**config.mk**
```make
export PLATFORM = sky130hd
export DESIGN_NAME = adder_with_feedback
export DESIGN_NICKNAME = d
export VERILOG_FILES = /design/src/rtl/adder_with_feedback_pkg.sv /design/src/rtl/adder_with_feedback_adder_unit.sv /design/src/rtl/adder_with_feedback.sv
export SDC_FILE = /design/constraint.sdc
export NUM_CORES = 1
export LEC_CHECK = 0
export BUFFER_PORTS_ARGS = -buffer_cell sky130_fd_sc_hd__buf_2
export CORE_ASPECT_RATIO = 1.2
export CORE_MARGIN = 5
export CORE_UTILIZATION = 45
export DETAILED_ROUTE_END_ITERATION = 7
export PLACE_DENSITY_LB_ADDON = 0.25
export SYNTH_ARGS = -nofsm -noshare
export SYNTH_HDL_FRONTEND = slang
export SYNTH_SLANG_ARGS = --single-unit
```
**constraint.sdc**
```tcl
create_clock -name clk -period 4.8 [get_ports clk]
set_input_delay 0 -clock clk [delete_from_list [all_inputs] [get_ports clk]]
set_output_delay 0 -clock clk [all_outputs]
set_load 0.05 [all_outputs]
```
**src/rtl/adder_with_feedback_pkg.sv**
```systemverilog
// Shared constants for the feedback-adder slice.
package adder_with_feedback_pkg;
  localparam int ACC_WIDTH = 16;
endpackage

```
**src/rtl/adder_with_feedback_adder_unit.sv**
```systemverilog
// Combinational unsigned adder; carry-out is dropped so the result wraps modulo 2^WIDTH.
module adder_unit
  import adder_with_feedback_pkg::*;
#(
  parameter int WIDTH = ACC_WIDTH
) (
  input  logic [WIDTH-1:0] a,
  input  logic [WIDTH-1:0] b,
  output logic [WIDTH-1:0] sum
);

  assign sum = a + b;

endmodule

```
**src/rtl/adder_with_feedback.sv**
```systemverilog
// Running-sum accumulator: every rising clk edge adds `in` into acc; `out` is the register itself.
module adder_with_feedback
  import adder_with_feedback_pkg::*;
#(
  parameter int WIDTH = ACC_WIDTH
) (
  input  logic             clk,
  input  logic             reset,
  input  logic [WIDTH-1:0] in,
  output logic [WIDTH-1:0] out
);

  logic [WIDTH-1:0] acc_q;
  logic [WIDTH-1:0] acc_d;
  logic [WIDTH-1:0] sum;

  adder_unit #(.WIDTH(WIDTH)) u_add (
    .a   (acc_q),
    .b   (in),
    .sum (sum)
  );

  always_comb begin
    acc_d = sum;
  end

  // Async clear wins over an add on a coincident edge.
  always_ff @(posedge clk or posedge reset) begin
    if (reset) acc_q <= '0;
    else       acc_q <= acc_d;
  end

  assign out = acc_q;

endmodule

```
==> summary.md, run 1 <==
| Metric | Value |
|---|---|
| Ys flop type | dfrtp_1 |
| Initial antenna violation count | 0 |
| RSZ-0062 raised after global routing | no |
| Min-delay src | in[15] |
| Core Util, Final | 0.563 |
| Area Overhead vs Synth | 22.5% |
| Tmin final | 2.22 ns |
| CTS tree | done |
| Violation count after the first detailed-route iteration | 18 |
| Met2 Track Usage GR | 0.284 |
| Synth Area per Inst | 9.74 um2 |
| CTS sink cnt | 16 |
| CP required | 4.98 ns |
| Die Width | 56.1 um |
| Vias in the first global route | 1067 |
| DR vias | 999 |
| Status | finished, final reports clean |
| Reg2reg start | out[0] |
| CP Launch Point | out[0] |
| Crit path kind | reg -> reg |
| Nets | 191 |
| GRT Max-Usage Layer | met2 |
| DRC | 0 |
| CP startpoint kind | flop |
| Fin cells | 189 |
| GR Util met3 | 0.0275 |
| Clk buf depth | 2 |
| Die area | 0.00367 mm2 |
| GRT Overall Usage | 0.150 |
| Endpoints failing setup | 0 |
| Hold slack | 0.00620 ns |
| Synth async-reset ratio | 1.00 |
| Register area share after synthesis | 0.348 |
| R2r setup slk | 2.58 ns |
| Synth area leader | dfrtp_1 |
| MaxCap Viol Count | 0 |
| Placed Cells | 183 |
| GPL Wtd Cong | 0.835 |
| Setup Total Neg Slack | 0 ns |
| Ant. Diodes | 0 |
| Post-DP HPWL | 2.10 mm |
| Setup Skew | 0.00237 ns |
| Mapped Area | 0.00115 mm2 |
| Distinct cells, synth | 31 |
| Die span in y | 65.4 um |
| Wire per inst | 13.5 um |
| CTS H-tree lvls | 1 |
| Share of cells above drive strength 1 | 0.269 |
| Synth top area share | 0.348 |
| Met1 usage | 0.160 |
| Final Hold Fails | 0 |
| Number of fill cells in the layout | 255 |
| PortBufs | 33 |
| CTS clk-pin slew, worst paths | 0.10 ns |
| Slew @ Worst Pin | 0.658 ns |
| Critical path peak fanout | 3 |
| Mapped Nets | 152 |
| Root buf cell | clkbuf_4 |
| Initial core utilization | 0.460 |
| Cell row count | 20 |
| Largest register FFs | 16 |
| Top cells by area, synth | dfrtp_1 (35%), ha_1 (16%), xnor2_1 (7.6%) |
| Critical Path AT | 2.40 ns |
| Yosys reg bits | 16 |
| Fmax | 0.451 GHz |
| GR Overflow Total | 0 |
| Core Area | 0.00250 mm2 |
| Final period util | 0.462 |
| Post-Synthesis Cells | 118 |
| Yosys warning count | 0 |
| Hold WC Path Type | in -> reg |
| Largest net degree at the start of global routing | 17 |
| CTS buffer count | 3 |
| Pre-antenna DRT Iters | 4 |
| Global-route wire length before repair | 4.37 mm |
| I/O pins | 34 |
| Setup crit end kind | flop |
| Slew Limit Headroom | 0.561 |
| Post-CTS Setup Inserts | 0 |
| ANT nets after route | 0 |
| Drt total wl | 2.56 mm |
| Post-synth EDFFs | 0 |
| Skew-Pair Late Insertion Delay | 0.29 ns |
| Max-slew violation count | 0 |
| Via density | 5.29 |
-- synth_stat cells (2+ instances only) --
| master | instances |
|---|---|
| inv_1 | 4 |
| nand3_1 | 5 |
| a21o_1 | 2 |
| o21ai_0 | 6 |
| dfrtp_1 | 16 |
| xor2_1 | 5 |
| a21oi_1 | 17 |
| nor2_1 | 5 |
| o211ai_1 | 3 |
| xnor2_1 | 10 |
| nand2_1 | 8 |
| ha_1 | 15 |
| nor3_1 | 3 |
| o21bai_1 | 2 |
-- layout by cell type, fill, tap and decap left out --
cell type / netlist / routed
a31oi_1: 1 / 1
nor2b_1: 1 / 1
a211o_1: 1 / 1
clkbuf_4: 0 / 3
a21o_1: 2 / 2
nand2_1: 8 / 8
buf_2: 0 / 33
o21ai_0: 6 / 6
clkbuf_8: 0 / 1
or2_2: 1 / 1
a311oi_1: 1 / 1
o41ai_2: 1 / 1
mux2i_1: 1 / 1
fa_1: 1 / 1
o22ai_1: 1 / 1
o21bai_1: 2 / 2
nor2_1: 5 / 5
dfrtp_1: 16 / 16
dlygate4sd3_1: 0 / 2
a311oi_2: 1 / 1
a21o_4: 1 / 1
nor3_1: 3 / 3
ha_1: 15 / 15
nand3_1: 5 / 5
clkinv_1: 1 / 1
a2bb2oi_1: 1 / 1
o21ai_1: 1 / 1
xnor2_1: 10 / 10
xor2_1: 5 / 5
and3_1: 1 / 1
a21oi_1: 17 / 17
a211oi_2: 1 / 1
inv_1: 4 / 4
o211ai_1: 3 / 3
-- metrics by stage --
| stage | area (um2) | worst slack [ns] |
|---|---|---|
| finish | 1410 | 2.58 |
| global route | 1410 | 2.48 |
| CTS | 1410 | 2.57 |
| detailed placement | 1350 | 2.59 |
| global placement | 1350 | 2.64 |
| floorplan | 1150 | 2.43 |
-- worst paths after layout --
check / cells after the start / endpoint
max: 7 / out[10]
min: 3 / out[15]
max reg2reg: 7 / out[10]
min reg2reg: 1 / out[0]
max in group asynchronous: 3 / out[3]
min in group asynchronous: 3 / out[15]
-- routing by layer --
metal / vias to the layer above / share of wire
met5: - / 0
met4: 0 / 0.016
met3: 5 / 0.045
met2: 22 / 0.53
met1: 465 / 0.41
li1: 507 / -
-- what timing repair did --
action | 4_1_cts | 5_1_grt
hold endpoints to repair | 17 | 0
hold buffers | 2 | 0
gates resized for setup | 0 | 0
-- kinds of logic after synthesis --
kind of cell / share of synthesized area
buffers and inverters: 0.0196
and+or+nand+nor: 0.0936
xor gates and xnor gates: 0.114
muxes: 0.00871
DFF: 0.348
AOI/OAI and AO/OA: 0.235
adders and majority gates: 0.181
-- critical path, stage by stage, from the launching register on --
cell,delay [ns]
dfrtp_1,0.39
ha_1,0.21
fa_1,0.43
a21o_4,0.25
a311oi_2,0.33
o21ai_1,0.15
a311oi_1,0.28
nor3_1,0.07
-- cell type report --
class | instances | area (um2) | share of cell area
clock buffer | 4 | 36.3 | 0.0258
timing repair buffer | 35 | 185 | 0.131
sequential | 16 | 400 | 0.284
inverter | 5 | 18.8 | 0.0133
tap | 33 | 41.3 | 0.0293
multi-input combinational | 96 | 727 | 0.516
Power of run 1 is not shown: default switching activity piles up to over one toggle a cycle in this logic, so the estimate is an artifact.
==> run 2, diff against run 1 <==
--- a/config.mk
+++ b/config.mk
@@ -5,6 +5,7 @@
 export SDC_FILE = /design/constraint.sdc
 export NUM_CORES = 1
 export LEC_CHECK = 0
+export ABC_AREA = 1
 export BUFFER_PORTS_ARGS = -buffer_cell sky130_fd_sc_hd__buf_2
 export CORE_ASPECT_RATIO = 1.2
 export CORE_MARGIN = 5
==> constraint.sdc (replaced) <==
create_clock -name clk -period 2.3 [get_ports clk]
set_input_delay 0 -clock clk [delete_from_list [all_inputs] [get_ports clk]]
set_output_delay 0 -clock clk [all_outputs]
set_load 0.05 [all_outputs]
==> run 2 against run 1 <==
Clock-buffer cell count decreased by 1. Utilization increased by 0.093 points. Area after synthesis increased by 17%. Register-to-register slack got worse by 2.0 ns. Design area increased by 14%. Die area increased by 14%. Worst setup slack got worse by 2.0 ns. Wire length increased by 14%. Synthesized cell count increased by 64%. Global-route usage increased by 0.93 points. Clock skew increased by 0.0098 ns.
==> summary.md, run 2 <==
| Metric | Value |
|---|---|
| Post-synth EDFFs | 0 (unchanged) |
| ANT nets after route | 0 (unchanged) |
| Critical path peak fanout | 3 (unchanged) |
| Most common cell in the netlist | nand2_1 |
| Largest net degree at the start of global routing | 17 (unchanged) |
| Die area | 0.00420 mm2 (+14%) |
| Synth Area per Inst | 7.00 um2 (-28%) |
| Max-slew violation count | 0 (unchanged) |
| Status | finished, final reports clean |
| Fmax | 0.599 GHz (+33%) |
| Drt total wl | 2.91 mm (+14%) |
| Ys flop type | dfrtp_1 |
| Root buf cell | clkbuf_4 |
| Wire per inst | 11.0 um (-19%) |
| Slew @ Worst Pin | 0.633 ns (-0.0250 ns) |
| Area Overhead vs Synth | 18.5% |
| Hold EP | out[15] |
| Register area share after synthesis | 0.297 (-0.0516) |
| Pre-antenna DRT Iters | 4 (unchanged) |
| Global-route wire length before repair | 5.20 mm (+19%) |
| Reg2reg start | out[0] |
| CP Launch Point | out[0] |
| Crit path kind | reg -> reg |
| I/O pins | 34 (unchanged) |
| Die span in y | 70 um (+7.1%) |
| Post-CTS Setup Inserts | 0 (unchanged) |
| Nets | 267 (+40%) |
| Setup Skew | 0.0122 ns (+0.00982 ns) |
| DR vias | 1256 (+26%) |
| Reg2Reg Capture Point | out[14] |
| CTS buffer count | 3 (unchanged) |
| Initial antenna violation count | 0 (unchanged) |
| PortBufs | 33 (unchanged) |
| CTS H-tree lvls | 1 (unchanged) |
| CTS tree | done |
| CTS sink cnt | 16 (unchanged) |
| CTS clk-pin slew, worst paths | 0.11 ns (about the same) |
| MaxCap Viol Count | 0 (unchanged) |
| CP startpoint kind | flop |
| Skew-Pair Late Insertion Delay | 0.29 ns (about the same) |
| Adder-Cell Fraction of Synth Area | 0.154 (-0.0268) |
| Critical Path AT | 1.87 ns (-0.53 ns) |
| Post-synth top cells | nand2_1 (74), inv_1 (34), dfrtp_1 (16) |
| Cell row count | 21 (+5.0%) |
| DRC | 0 (unchanged) |
| Hold WC Path Type | in -> reg |
| Post-Synth XOR/XNOR Area | 0.0519 (-0.0624) |
| Setup crit end kind | flop |
| RSZ-0062 raised after global routing | no |
| CP Cell Sequence | ha_1 -> fa_1 -> nand2_1 -> nand2_1 -> nand3b_1 -> nand2_2 -> nand2_1 -> nand2_1 -> nand2_1 -> nand2_1 |
| Main combinational cell family by area after synthesis | simple AND/OR/NAND/NOR gates |
| Violation count after the first detailed-route iteration | 49 (+31) |
| Share of cells above drive strength 1 | 0.242 (-0.0268) |
| Core Util, Final | 0.564 (+0.000933) |
| Yosys warning count | 0 (unchanged) |
| Setup Total Neg Slack | 0 ns (unchanged) |
| Vias in the first global route | 1240 (+16%) |
| Post-Synthesis Cells | 193 (+64%) |
| WP buf/inv | 0 (unchanged) |
| Die Width | 60 um (+6.9%) |
| Most frequent cells in the layout | nand2_1 (74), inv_1 (34), buf_2 (33), dfrtp_1 (16), ha_1 (15) |
| Min-delay src | in[15] |
| Slowest stage delay, CP | 0.40 ns (-0.03 ns) |
| Yosys reg bits | 16 (unchanged) |
| Worst hold stages | 4 (+1) |
| Number of fill cells in the layout | 295 (+16%) |
| Tmin final | 1.67 ns (-0.548 ns) |
| Largest register FFs | 16 (unchanged) |
| Distinct cells, synth | 21 (-32%) |
| GPL Wtd Cong | 0.824 (-1.4%) |
| Core Area | 0.00284 mm2 (+13%) |
| Most used cell, CP | nand2_1 |
| R2r setup slk | 0.63 ns (-1.95 ns) |
| Slew Limit Headroom | 0.577 (+0.0167) |
| Endpoints failing setup | 0 (unchanged) |
| Via density | 4.74 (-10%) |
| Slowest CP cell | dfrtp_1 |
| Synth async-reset ratio | 1.00 (unchanged) |
| Simple-gate share of the synthesized area | 0.366 (+0.272) |
| Synth top area share | 0.297 (-0.0516) |
| Mapped Area | 0.00135 mm2 (+17%) |
| GR Overflow Total | 0 (unchanged) |
| Most common cell after layout, fill and taps aside | nand2_1 |
| Mapped Nets | 227 (+49%) |
| Synth area leader | dfrtp_1 |
| Clk buf depth | 2 (unchanged) |
| Worst R2R Path Depth | 10 (+3) |
| Top cells by area, synth | dfrtp_1 (30%), nand2_1 (21%), ha_1 (14%) |
| Final period util | 0.726 (+0.264) |
| Multiplexer share of the synthesized area | 0 (-0.00871) |
| Synth Area in Compound Gates | 0.0287 (-0.206) |
| Initial core utilization | 0.476 (+0.0162) |
| CP required | 2.50 ns (-2.48 ns) |
| GRT Overall Usage | 0.159 (+0.00931) |
| Family with the most delay on the worst path | adder cells |
| Ant. Diodes | 0 (unchanged) |
| Post-DP HPWL | 2.42 mm (+16%) |
| Final Hold Fails | 0 (unchanged) |
## run 2: layout make-up
type | count | area, um2 | share of cell area
clock buffer | 3 | 22.5 | 0.0141
inverter | 37 | 139 | 0.0868
multi-input combinational | 140 | 811 | 0.507
sequential | 16 | 400 | 0.250
tap | 34 | 42.5 | 0.0266
timing repair buffer | 35 | 185 | 0.116
## run 2: timing repair
item / in CTS / in global routing
hold buffers: 2 / 0
gates resized for setup: 0 / 0
endpoints found under the setup margin: 0 / 0
endpoints found under the hold margin: 17 / 0
## run 2: metrics by stage
| stage | area (um2) | setup slack [ns] | hold slack (ns) | cells |
|---|---|---|---|---|
| 6_report | 1600 | 0.630 | 0.00556 | 265 |
| 5_1_grt | 1600 | 0.513 | 0.0172 | 265 |
| 4_1_cts | 1600 | 0.615 | 0.00326 | 265 |
| 3_5_place_dp | 1560 | 0.619 | 0.125 | 260 |
| 3_3_place_gp | 1560 | 0.667 | 0.130 | 260 |
| 2_1_floorplan | 1350 | 0.452 | -0.0863 | 193 |
## run 2: logic make-up (layout without fill, tap and decap cells)
logic type	count (synthesis)	count (layout)
buf+inv	37	75
fa+ha+maj	16	16
simple gates	109	109
flops	16	16
xor+xnor	8	8
compound gates	7	7
## run 2: worst reg2reg max path, stage by stage, from the launching register on
cell and delay [ns]:
dfrtp_1 0.40, ha_1 0.21, fa_1 0.40, nand2_1 0.08
nand2_1 0.07, nand3b_1 0.10, nand2_2 0.09, nand2_1 0.08
nand2_1 0.06, nand2_1 0.06, nand2_1 0.04
## run 2: worst max-delay path by stage
stage | cells past startpoint | endpoint
after floorplan | 8 | out[8]
after global placement | 10 | out[14]
after detailed placement | 10 | out[14]
after CTS | 10 | out[14]
after global routing | 10 | out[14]
final | 10 | out[14]
## run 2: per-layer routing
metal	track usage	routed length, um	part of all wire	vias to the layer above
met4	0.0517	40	0.014	0
met5	0	0	0	-
met2	0.280	1510	0.52	28
li1	-	-	-	662
met3	0.0203	126	0.043	5
met1	0.192	1230	0.42	561
Power of run 2 is left out for the same reason.
